==> src/rtl/pwm_capture.sv <==
// PWM capture: measures period and high time of an asynchronous PWM input and converts
// them to a DUTY_W-bit duty value with a bit-serial restoring divider.
module pwm_capture #(
   parameter int CTR_LEN = 25,
   parameter int DUTY_W  = 8
) (
   input  logic               clk,
   input  logic               rst_n,
   input  logic               pwm_in,
   output logic [DUTY_W-1:0]  duty,
   output logic [CTR_LEN-1:0] period_out,
   output logic [CTR_LEN-1:0] high_out,
   output logic               valid,
   output logic               stuck,
   output logic               overrun
);
   localparam int                 BCW   = $clog2(DUTY_W + 1);
   localparam logic [CTR_LEN-1:0] CMAX  = {CTR_LEN{1'b1}};
   localparam logic [BCW-1:0]     BLAST = BCW'(DUTY_W - 1);

   typedef enum logic [1:0] {
      ST_IDLE    = 2'd0,
      ST_MEASURE = 2'd1,
      ST_DIVIDE  = 2'd2
   } state_t;

   state_t              r_state;
   state_t              w_state_nxt;
   logic                r_s1;
   logic                r_s2;
   logic                r_s3;
   logic                w_rise;
   logic [CTR_LEN-1:0]  r_pcnt;
   logic [CTR_LEN-1:0]  r_hcnt;
   logic [CTR_LEN-1:0]  r_pq;
   logic [CTR_LEN-1:0]  r_hq;
   logic [CTR_LEN-1:0]  r_rem;
   logic [CTR_LEN:0]    w_rem_sh;
   logic [CTR_LEN-1:0]  w_rem_nxt;
   logic [DUTY_W-2:0]   r_quo;
   logic [DUTY_W-1:0]   w_quo_nxt;
   logic [BCW-1:0]      r_bcnt;
   logic                w_ge;
   logic                w_div_last;
   logic                w_tmo;
   logic                w_capture;

   assign w_rise     = r_s2 & ~r_s3;
   assign w_capture  = (r_state == ST_MEASURE) && w_rise;
   assign w_div_last = (r_state == ST_DIVIDE) && (r_bcnt == BLAST);
   // A rise in the same cycle always beats the timeout; DIVIDE defers it until the divider is done.
   assign w_tmo      = (r_pcnt == CMAX) && !w_rise && (r_state != ST_DIVIDE) && !stuck;

   always_ff @(posedge clk or negedge rst_n) begin
      if (!rst_n) begin
         r_s1 <= 1'b0;
         r_s2 <= 1'b0;
         r_s3 <= 1'b0;
      end else begin
         r_s1 <= pwm_in;
         r_s2 <= r_s1;
         r_s3 <= r_s2;
      end
   end

   always_ff @(posedge clk or negedge rst_n) begin
      if (!rst_n) begin
         r_pcnt <= '0;
         r_hcnt <= '0;
      end else if (w_rise) begin
         r_pcnt <= {{(CTR_LEN-1){1'b0}}, 1'b1};
         r_hcnt <= {{(CTR_LEN-1){1'b0}}, 1'b1};
      end else begin
         if (r_pcnt != CMAX) begin
            r_pcnt <= r_pcnt + {{(CTR_LEN-1){1'b0}}, 1'b1};
         end
         if (r_hcnt != CMAX) begin
            r_hcnt <= r_hcnt + {{(CTR_LEN-1){1'b0}}, r_s2};
         end
      end
   end

   always_ff @(posedge clk or negedge rst_n) begin
      if (!rst_n) begin
         r_state <= ST_IDLE;
      end else begin
         r_state <= w_state_nxt;
      end
   end

   always_comb begin
      w_state_nxt = r_state;
      case (r_state)
         ST_IDLE: begin
            if (w_rise) w_state_nxt = ST_MEASURE;
            else        w_state_nxt = ST_IDLE;
         end
         ST_MEASURE: begin
            if (w_rise)      w_state_nxt = ST_DIVIDE;
            else if (w_tmo)  w_state_nxt = ST_IDLE;
            else             w_state_nxt = ST_MEASURE;
         end
         ST_DIVIDE: begin
            if (w_div_last) w_state_nxt = ST_MEASURE;
            else            w_state_nxt = ST_DIVIDE;
         end
         default: w_state_nxt = ST_IDLE;
      endcase
   end

   // The dividend's low DUTY_W bits are zero, so each step shifts a zero into the remainder.
   always_comb begin
      w_rem_sh = {r_rem, 1'b0};
      w_ge     = (w_rem_sh >= {1'b0, r_pq});
      if (w_ge) begin
         w_rem_nxt = CTR_LEN'(w_rem_sh - {1'b0, r_pq});
      end else begin
         w_rem_nxt = CTR_LEN'(w_rem_sh);
      end
      w_quo_nxt = {r_quo, w_ge};
   end

   always_ff @(posedge clk or negedge rst_n) begin
      if (!rst_n) begin
         r_pq   <= '0;
         r_hq   <= '0;
         r_rem  <= '0;
         r_quo  <= '0;
         r_bcnt <= '0;
      end else if (w_capture) begin
         r_pq   <= r_pcnt;
         r_hq   <= r_hcnt;
         r_rem  <= r_hcnt;
         r_quo  <= '0;
         r_bcnt <= '0;
      end else if (r_state == ST_DIVIDE) begin
         r_rem  <= w_rem_nxt;
         r_quo  <= w_quo_nxt[DUTY_W-2:0];
         r_bcnt <= r_bcnt + BCW'(1);
      end
   end

   always_ff @(posedge clk or negedge rst_n) begin
      if (!rst_n) begin
         duty       <= '0;
         period_out <= '0;
         high_out   <= '0;
         valid      <= 1'b0;
         stuck      <= 1'b0;
         overrun    <= 1'b0;
      end else begin
         overrun <= w_rise && (r_state == ST_DIVIDE);
         if (w_div_last) begin
            duty       <= w_quo_nxt;
            period_out <= r_pq;
            high_out   <= r_hq;
            valid      <= 1'b1;
         end else if (w_tmo) begin
            duty       <= {DUTY_W{r_s2}};
            period_out <= '0;
            high_out   <= '0;
            valid      <= 1'b1;
         end else begin
            valid      <= 1'b0;
         end
         if (w_rise) begin
            stuck <= 1'b0;
         end else if (w_tmo) begin
            stuck <= 1'b1;
         end
      end
   end
endmodule
==> config.mk <==
export PLATFORM = sky130hd
export DESIGN_NAME = pwm_capture
export DESIGN_NICKNAME = d
export VERILOG_FILES = /design/src/rtl/pwm_capture.sv
export SDC_FILE = /design/constraint.sdc
export NUM_CORES = 1
export LEC_CHECK = 0
export BUFFER_PORTS_ARGS = -buffer_cell sky130_fd_sc_hd__buf_2
export CORE_ASPECT_RATIO = 2
export CORE_MARGIN = 1.5
export CORE_UTILIZATION = 40
export DETAILED_ROUTE_END_ITERATION = 10
export PLACE_DENSITY = 0.57
export SYNTH_ARGS = -nofsm -noshare
export SYNTH_HDL_FRONTEND = slang
export SYNTH_SLANG_ARGS = --single-unit
==> constraint.sdc <==
create_clock -name clk -period 3.19 [get_ports clk]
set_input_delay 0.4785 -clock clk [delete_from_list [all_inputs] [get_ports clk]]
set_output_delay 0.4785 -clock clk [all_outputs]
set_load 0.05 [all_outputs]
## Word level (Yosys, flattened, before mapping)

Index checks and enable logic that the tools add are counted.

| storage, ports and cells | value |
|---|---|
| bits in registers | 202 |

| cells by class | value |
|---|---|
| add/subtract/negate cells | 4 |
| $lt $le $gt $ge | 1 |
| eq/ne operators | 7 |
| muxes and demuxes | 25 |
| bitwise logic cells | 2 |
| reductions and logical operators | 14 |

Operators with widths:

| cell | number |
|---|---|
| $mux W25 | 10 |
| $ne A25 B25 Y1 const B | 2 |
| $ge A26 B25 Y1 | 1 |
| $add A25 B1 Y25 | 1 |
| $add A25 B1 Y25 const B | 1 |
| $eq A25 B25 Y1 const B | 1 |
| $sub A25 B25 Y25 | 1 |
| $mux W8 | 2 |
| $mux W7 | 2 |
| $reduce_bool A2 Y1 | 5 |
| $mux W4 | 2 |
| $logic_and A1 B1 Y1 | 6 |
| $mux W1 | 6 |
| $pmux W2 S3 | 1 |
| $add A4 B1 Y4 const B | 1 |
| $eq A4 B3 Y1 const B | 1 |
| $mux W2 | 2 |
| $eq A2 B1 Y1 const B | 1 |
| $eq A2 B2 Y1 const B | 1 |
| $logic_not A1 Y1 | 2 |
| $logic_not A2 Y1 | 1 |
| $ne A2 B2 Y1 const B | 1 |
| $and A1 B1 Y1 | 1 |
| $not A1 Y1 | 1 |

## Logic depth before layout (Yosys ltp)

Gate-level depths: netlist (run 1).

| depth | value |
|---|---|
| depth after elaboration | 9 |
| depth in mapped cells | 13 |
| depth with buffers taken out | 10 |

## Worst setup path after synthesis (run 1)

No wires, ideal clock.

| timing | value |
|---|---|
| path type | register to register |
| start point | register r_rem[12] |
| end point | register r_rem[14] |
| arrival | 2.491 ns |
| data required time | 3.123 ns |
| path slack | 0.632 ns |
| cell stages (with the launch flop) | 13 |
| clock period less this slack | 2.558 ns |
| path through | dfrtp_1 > ha_1 > buf_2 > nand4_1 > nor4_1 > o311ai_0 > o211ai_1 > o211a_1 > buf_2 > buf_2 > nand3_1 > mux2_2 > nand2_1 |

| on the way | value |
|---|---|
| cells in the longest elaborated chain, start to end | 4 |
| elaborated cells on any way between the ends | 5 |
| classes of those cells | add/sub (1); order compare (1); mux (3) |

RTL lines:

| what | line | source |
|---|---|---|
| start, declared | 37 | `logic [CTR_LEN-1:0] r_rem;` |
| start signal, assigned | 133 | `r_rem <= r_hcnt;` |
| start signal, assigned | 137 | `r_rem <= w_rem_nxt;` |
| $sub A25 B25 Y25 or $ge A26 B25 Y1 (tied branches) | 116, 114 |  |
| $mux W25 * | 115 | `if (w_ge) begin` |
| $mux W25 * | 136 | `end else if (r_state == ST_DIVIDE) begin` |
| $mux W25 * | 130 | `end else if (w_capture) begin` |

Every way passes the cells marked *; elsewhere a longest branch is shown, timed or not. The select of a mux whose other input is x is not followed.
A chain may end at the register's enable or synchronous reset.

## Final worst setup path (run 1)

| timing | value |
|---|---|
| start point | register r_rem[7] |
| end point | register r_rem[21] |

Same word-level chain as after synthesis.

==> impl_metrics.ini, run 1 <==
[clock_network]
cts_sinks = 202
cts-root-buf = clkbuf_16
clockBufferDepth = 3
numCtsBuffers = 19
hold_buffers = 0
post_cts_buffers = 0
clkLatencyLatePin_ps = 500
clkSlewWorstSetupHoldPaths_ps = 70
tritoncts = yes
cts-htree-levels = 1

[layout]
drive_above_1_share_pct = 13.9
nets = 1120
n_antenna_cell = 0
final_util_pct = 46.8
stdcell_count = 1382
most-common-layout-cells = 213 x nand2_1, 202 x dfrtp_1, 89 x o21ai_0
syn2layout_area_growth_pct = 15.2
final_common_cell = nand2_1

[logic_synthesis]
syn_nets = 1043
synth_flop_cell = dfrtp_1
yosys_warnings = 0
synth_top_cell_by_area = dfrtp_1
ys_top_cells_by_area = dfrtp_1 52%, nand2_1 8.3%, o21ai_0 4.6%, ha_1 3.8%, nor2_1 2.7%
synth-async-reset-ratio_pct = 100
syn_inst = 1010
yosysSeqAreaShare_pct = 52.3
synth_seq_cells = 202
synth.avg_cell_area_sq_um = 9.58
synth_edf_count = 0
yosys.cell_types.count = 58
yosys.area.top_type_share_pct = 52.3
netlist_area_sq_um = 9670

[grt]
grt_max_degree = 94
grt_pass1_vias = 7881
grt_first_pass_wirelength_um = 41500
grt.overflow.total = 0
antenna_found_initial = 0
grtUsageTotal_pct = 20.9

[timing]
fmax_mhz = 331
rsz0062_at_grt = no
skew_ps = 11.4
fin_setup_tns_ps = 0
hold_violations = 0
finalCriticalPeriod_ps = 3020
fin_crit_sh_pct = 94.7
max-slew-margin-rel_pct = 37.0
setup_viol = 0
tightest_slew_ps = 941
drv_slew = 0

[routing]
vias = 7684
wire_per_inst_um = 18.7
wirelength_um = 25800
avgViaCountPerCell = 5.56
drt_iter0_markers = 400
drc_errors = 0
dr.pass1.iters = 5
ant_nets = 0

[critical_path]
cp.required_ps = 3630
crit_chain = ha_1 -> buf_4 -> a21o_1 -> a211o_1 -> o22ai_1 -> nor4b_1 -> buf_4 -> o311ai_1 -> mux2_2 -> o22ai_1 -> a221o_1
crit_start = r_rem[7]$_DFFE_PN0P_
path_max_fanout = 4
end_kind = register
reg2reg_depth = 11
crit_type = register to register
slowest_stage = dfrtp_1
reg2reg_slack_ps = 170
cp_slowest_stage_delay_ps = 400
rr_endpoint = r_rem[21]$_DFFE_PN0P_
cp_num_buf_inv = 2
cpLargestDelayFamily = compound AO/OA/AOI/OAI gates
crit-reg2reg-launch = r_rem[7]$_DFFE_PN0P_
cp.arrival_ps = 3460
crit_path_start_kind = register

[pwr]
powerDensity_nw_per_um2 = 790
ir_drop_uv = 473
leakagePower_nw = 5.38
finalPower_mw = 8.81

[placement]
dp.cells = 1353
gp_congestion = 0.945
dp_hpwl_um = 18800
io_buffers = 63

[status]
outcome = completed

[min_path]
min-delay-path-class = input port to async pin

[floorplan]
core_area_sq_um = 23800
fp.dieH_um = 223
rows = 80
initial_core_util_pct = 40.6
ios = 64
die-area_sq_um = 25200
die_w_um = 113

[run]
max-cap-violations = 0
power breakdown:
group          leakage [nW]  switching, mW  internal, mW
Sequential             2.76          0.256          2.84
Clock                 0.292          0.984          1.27
Combinational          2.33           2.04          1.41
Total                  5.38           3.28          5.52
state kept, by name, summed over array words and instances, names as in the netlist:
name and flops:
high_out 25, period_out 25, r_hcnt 25, r_hq 25, r_pcnt 25, r_pq 25
r_rem 25, duty 8, r_quo 7, r_bcnt 4, r_state 2, overrun 1
r_s1 1, r_s2 1, r_s3 1, stuck 1, valid 1
cell usage after synthesis, drive strengths merged, types with 2 or more instances:
cell type  number
nand2         213
a21o            8
xnor2          25
o21a            6
a21boi          3
ha             29
a211oi          6
o311ai          4
a22o           25
nand2b          7
a31oi           9
mux2i           7
o22ai           2
nor2b           6
nand3          37
buf            16
a21oi          21
or3             9
and3            7
and2            4
nor2           70
a221oi          7
o211ai         16
nor4            8
o31ai           5
nor3           19
clkbuf         33
inv            37
dfrtp         202
o211a           2
nand4          12
mux2            2
and4            9
o21ai          89
o2111ai         2
a31o            2
xor2           29
a221o           9
a22oi           3
a211o           2
logic make-up after synthesis:
| kind of cell | after synthesis | synth area share, % |
|---|---|---|
| compound gates | 224 | 15.3 |
| xor+xnor | 54 | 4.89 |
| fa+ha+maj | 30 | 3.96 |
| buf+inv | 86 | 3.54 |
| flops | 202 | 52.3 |
| mux | 9 | 0.957 |
| simple gates | 405 | 19.1 |
how the worst max path moves through the flow:
stage               slack (ps)  cells after the start                     to
global placement           250                     12  r_rem[21]$_DFFE_PN0P_
floorplan                  630                     12  r_rem[14]$_DFFE_PN0P_
finish                     170                     11  r_rem[21]$_DFFE_PN0P_
CTS                        180                     12  r_rem[21]$_DFFE_PN0P_
global route                50                     13  r_rem[12]$_DFFE_PN0P_
detailed placement         200                     11  r_rem[21]$_DFFE_PN0P_
cell type report:
class                      count  area (sq um)
inverter                      37           139
clock inverter                 7          88.8
sequential                   202          5050
clock buffer                  22           497
fill                        2351         12700
multi-input combinational    722          4310
tap                          287           359
timing repair buffer         105           702
metal layers:
metal	GRT usage (%)	up-vias	routed length (um)
li1	-	3666	-
met1	23.4	3787	9830
met2	39.6	165	14000
met3	1.55	66	725
met4	10.0	0	1220
met5	0	-	0
repair_timing:
item	4_1_cts	5_1_grt
gates resized for setup	0	1
endpoints found under the hold margin	0	0
endpoints found under the setup margin	0	1
stage by stage:
stage	hold WS, ps	instance area (sq um)	worst slack, ps
2_1_floorplan	183	9670	632
3_3_place_gp	336	10600	251
3_5_place_dp	370	10600	204
4_1_cts	62.7	11100	176
5_1_grt	71.1	11100	46.0
6_report	25.5	11100	169
Power figures use the tool's default switching activity.
==> inputs of run 2 (changes only) <==
--- a/config.mk
+++ b/config.mk
@@ -8,9 +8,9 @@
 export BUFFER_PORTS_ARGS = -buffer_cell sky130_fd_sc_hd__buf_2
 export CORE_ASPECT_RATIO = 2
 export CORE_MARGIN = 1.5
-export CORE_UTILIZATION = 40
+export CORE_UTILIZATION = 45
 export DETAILED_ROUTE_END_ITERATION = 10
-export PLACE_DENSITY = 0.57
+export PLACE_DENSITY = 0.62
 export SYNTH_ARGS = -nofsm -noshare
 export SYNTH_HDL_FRONTEND = slang
 export SYNTH_SLANG_ARGS = --single-unit
==> impl_metrics.ini, run 2 (synthesis results as in run 1) <==
[routing]
wire_per_inst_um = 18.7
route.met2.wl_um = 13800
ant_nets = 0
dr.pass1.iters = 6
drt-met1-wl_um = 9780
wirelength_um = 25300
vias = 7630
wl_met3_um = 745
top_layer = met4
drt_iter0_markers = 329
avgViaCountPerCell = 5.62
drc_errors = 0

[placement]
io_buffers = 63
gp_congestion = 0.949
dp_hpwl_um = 17900
place_ws_ps = 2.79
postPlaceCellArea_sq_um = 10500

[layout]
n_antenna_cell = 0
drive_above_1_share_pct = 13.3
final_common_cell = nand2_1
syn2layout_area_growth_pct = 14.2
final_util_pct = 52.6
nets = 1111
most-common-layout-cells = 213 x nand2_1, 202 x dfrtp_1, 89 x o21ai_0
fin_area_sq_um = 11100

[floorplan]
ios = 64
die_w_um = 107
initial_core_util_pct = 46.0
die-area_sq_um = 22400
core_area_sq_um = 21000
fp.dieH_um = 210
rows = 75

[clock_network]
clkLatencyLatePin_ps = 500
clockBufferDepth = 3
cts-root-buf = clkbuf_16
tritoncts = yes
clkSlewWorstSetupHoldPaths_ps = 80
cts-htree-levels = 1
cts_sinks = 202
numCtsBuffers = 19

[pwr]
leakagePower_nw = 5.33
powerDensity_nw_per_um2 = 791
ir_drop_uv = 460

[grt]
grt_pass1_vias = 7701
grt_first_pass_wirelength_um = 40800
grt_max_degree = 86
grtUsageTotal_pct = 23.2
grt.overflow.total = 0
antenna_found_initial = 0

[run]
max-cap-violations = 0

[status]
outcome = completed

[timing]
tightest_slew_ps = 936
finalCriticalPeriod_ps = 3100
hold_violations = 0
rsz0062_at_grt = no
skew_ps = 13.5
drv_slew = 0
worst_slack_ps = 85.6
max-slew-margin-rel_pct = 37.5
fmax_mhz = 322
setup_viol = 0
fin_crit_sh_pct = 97.3
fin_setup_tns_ps = 0

[critical_path]
crit_path_start_kind = register
cp_slowest_stage_delay_ps = 590
cp.required_ps = 3570
cp.arrival_ps = 3480
cpLargestDelayFamily = compound AO/OA/AOI/OAI gates
cp_num_buf_inv = 0
end_kind = register
crit_type = register to register
slowest_stage = o311ai_0
path_max_fanout = 7
crit_chain = ha_1 -> nor2b_1 -> o31a_1 -> o311ai_0 -> o211ai_1 -> o211a_2 -> mux2i_1 -> o22ai_1 -> a221o_1

[min_path]
min-delay-path-class = input port to async pin
## run 2: changes by cell type in the layout (fill, tap and decap cells not counted), sizes merged
cell / before / now
clkbuf: 23 / 25
buf: 104 / 95
bufinv: 2 / 1
clkinvlp: 0 / 2
## run 2: repair_timing
| action | CTS | global route |
|---|---|---|
| hold buffers | 0 | 0 |
| endpoints found under the setup margin | 0 | 19 |
| hold endpoints to repair | 0 | 0 |
| setup buffers | 0 | 0 |
| resized for setup | 0 | 2 |
## run 2: layout make-up
type	instances	area [sq um]
Inverter	37	139
Clock buffer	24	504
Multi-Input combinational cell	722	4310
Fill cell	1998	9970
Timing Repair Buffer	96	634
Tap cell	269	337
Clock inverter	8	73.8
Sequential cell	202	5050
## run 2: path summary, 6_finish.rpt
kind                                      startpoint                       end  slack [ps]  cells after the start
max in group asynchronous                      rst_n  high_out[18]$_DFFE_PN0P_        2370                      2
min in group clk                              pwm_in            r_s1$_DFF_PN0_          90                      1
worst min-delay path                           rst_n       r_pq[5]$_DFFE_PN0P_          30                      1
worst min register to register        r_s1$_DFF_PN0_            r_s2$_DFF_PN0_         350                      0
worst max register to register  r_rem[1]$_DFFE_PN0P_     r_rem[21]$_DFFE_PN0P_          90                      9
worst max-delay path            r_rem[1]$_DFFE_PN0P_     r_rem[21]$_DFFE_PN0P_          90                      9
## run 2: layer usage
| metal | track usage, % | up-vias |
|---|---|---|
| met1 | 25.8 | 3779 |
| met3 | 2.32 | 55 |
| li1 | - | 3645 |
| met4 | 10.3 | 0 |
| met2 | 43.8 | 151 |
| met5 | 0 | - |
## run 2: metrics by stage
step                hold WS (ps)  power [mW]  cells
CTS                         58.1        8.78   1358
floorplan                    183        5.47   1010
global placement             332        6.51   1326
global route                75.4        9.26   1358
detailed placement           346        6.54   1326
finish                      25.1        8.75   1358
## run 2: power breakdown
part | switching, mW | internal (mW)
Clock | 0.994 | 1.21
Sequential | 0.257 | 2.84
Combinational | 2.05 | 1.39
==> inputs of run 3 (changes only) <==
--- a/config.mk
+++ b/config.mk
@@ -6,6 +6,7 @@
 export NUM_CORES = 1
 export LEC_CHECK = 0
 export BUFFER_PORTS_ARGS = -buffer_cell sky130_fd_sc_hd__buf_2
+export CAP_MARGIN = 20
 export CORE_ASPECT_RATIO = 2
 export CORE_MARGIN = 1.5
 export CORE_UTILIZATION = 45
==> constraint.sdc (replaced) <==
create_clock -name clk -period 3.19 [get_ports clk]
set_input_delay 0.1595 -clock clk [delete_from_list [all_inputs] [get_ports clk]]
set_output_delay 0.1595 -clock clk [all_outputs]
set_load 0.05 [all_outputs]
==> impl_metrics.ini, run 3 (synthesis results as in run 1) <==
[critical_path]
slowest_stage = nor4b_1
crit_type = register to register
cp.required_ps = 3590
crit_start = r_rem[7]$_DFFE_PN0P_
cp_slowest_stage_delay_ps = 760
cpLargestDelayFamily = simple AND/OR/NAND/NOR gates
end_kind = register
cp_num_buf_inv = 0
cp.arrival_ps = 3450
crit_path_start_kind = register
crit-reg2reg-launch = r_rem[7]$_DFFE_PN0P_
path_max_fanout = 5
crit_chain = ha_1 -> a21o_1 -> a211o_1 -> and4b_1 -> nor4b_1 -> o311ai_1 -> mux2_2 -> o22ai_1 -> a221o_1

[grt]
antenna_found_initial = 0
grt_max_degree = 92
grtUsageTotal_pct = 24.2
grt_pass1_vias = 7888
grt.overflow.total = 0
grt_first_pass_wirelength_um = 42100

[routing]
wl_met3_um = 808
ant_nets = 0
wirelength_um = 26200
drt-met1-wl_um = 10000
dr.pass1.iters = 5
drt_iter0_markers = 403
avgViaCountPerCell = 5.67
wire_per_inst_um = 19.2
route.met2.wl_um = 14100
top_layer = met4
drc_errors = 0
vias = 7733

[clock_network]
clockBufferDepth = 3
numCtsBuffers = 19
clkLatencyLatePin_ps = 530
cts-htree-levels = 1
cts-root-buf = clkbuf_16
post_cts_buffers = 0
clkSlewWorstSetupHoldPaths_ps = 70
tritoncts = yes
cts_sinks = 202

[pwr]
finalPower_mw = 8.95
powerDensity_nw_per_um2 = 804
leakagePower_nw = 5.35
ir_drop_uv = 456

[timing]
skew_ps = 25.3
fin_crit_sh_pct = 95.7
tightest_slew_ps = 894
fmax_mhz = 327
hold_violations = 0
drv_slew = 0
finalCriticalPeriod_ps = 3050
rsz0062_at_grt = no
setup_viol = 0
hold_slack_ps = 209
fin_setup_tns_ps = 0
max-slew-margin-rel_pct = 40.3

[floorplan]
rows = 75
core_area_sq_um = 21000
ios = 64
initial_core_util_pct = 46.0
die-area_sq_um = 22400
fp.dieH_um = 210
die_w_um = 107

[layout]
syn2layout_area_growth_pct = 15.0
nets = 1116
most-common-layout-cells = 213 x nand2_1, 202 x dfrtp_1, 89 x o21ai_0
fin_area_sq_um = 11100
n_antenna_cell = 0
drive_above_1_share_pct = 13.9
final_common_cell = nand2_1
final_util_pct = 52.9

[placement]
io_buffers = 63
gp_congestion = 0.937
dp_hpwl_um = 18500
postPlaceCellArea_sq_um = 10500

[status]
outcome = completed

[min_path]
min-delay-path-class = input port to async pin

[run]
max-cap-violations = 0
run 3: changes by cell type in the layout (fill, tap and decap cells not counted), moves of 2 or more:
cell           previous run  this run
dlygate4sd3_1             0         2
ha_1                     29        24
ha_2                      0         4
buf_12                    5         3
clkinv_2                  4         2
buf_4                    28        33
clkbuf_1                  4         6
run 3: routing by layer:
layer	track usage (%)	vias to the layer above
li1	-	3662
met1	27.3	3850
met2	44.5	156
met3	2.26	65
met4	12.6	0
met5	0	-
run 3: area by class of cell:
class | instances | area (sq um)
Fill cell | 2002 | 9900
Clock buffer | 27 | 526
Multi-Input combinational cell | 722 | 4330
Sequential cell | 202 | 5050
Inverter | 37 | 139
Clock inverter | 6 | 86.3
Tap cell | 269 | 337
Timing Repair Buffer | 101 | 652
run 3: metrics by stage:
stage | setup WS [ps] | instances
after floorplan | 632 | 1010
final | 136 | 1364
after detailed placement | 52.9 | 1329
after CTS | 8.25 | 1364
after global placement | 82.0 | 1329
after global routing | 2.29 | 1364
run 3: what timing repair did:
item,in CTS,in global routing
hold endpoints to repair,78,0
resized for setup,0,8
hold buffers,2,0
setup endpoints to repair,0,21
run 3: path summary, 6_finish.rpt:
| path | endpoint | slack [ps] | cells past startpoint |
|---|---|---|---|
| setup / recovery | r_rem[21]$_DFFE_PN0P_ | 140 | 9 |
| hold / removal | period_out[5]$_DFFE_PN0P_ | 210 | 2 |
| setup reg to reg | r_rem[21]$_DFFE_PN0P_ | 140 | 9 |
| hold reg to reg | r_s2$_DFF_PN0_ | 350 | 0 |
| max in group asynchronous | r_pq[20]$_DFFE_PN0P_ | 2050 | 3 |
| min in group clk | r_s1$_DFF_PN0_ | 300 | 2 |
run 3: where the power goes:
group	leakage, nW	internal (mW)	switching [mW]
Clock	0.296	1.32	1.01
Combinational	2.29	1.44	2.08
Sequential	2.76	2.84	0.263
run 3: worst register-to-register path, cell delays in order (launching register included):
cell,delay [ps]
dfrtp_1,400
ha_1,380
a21o_1,200
a211o_1,140
and4b_1,220
nor4b_1,760
o311ai_1,220
mux2_2,260
o22ai_1,70
a221o_1,270
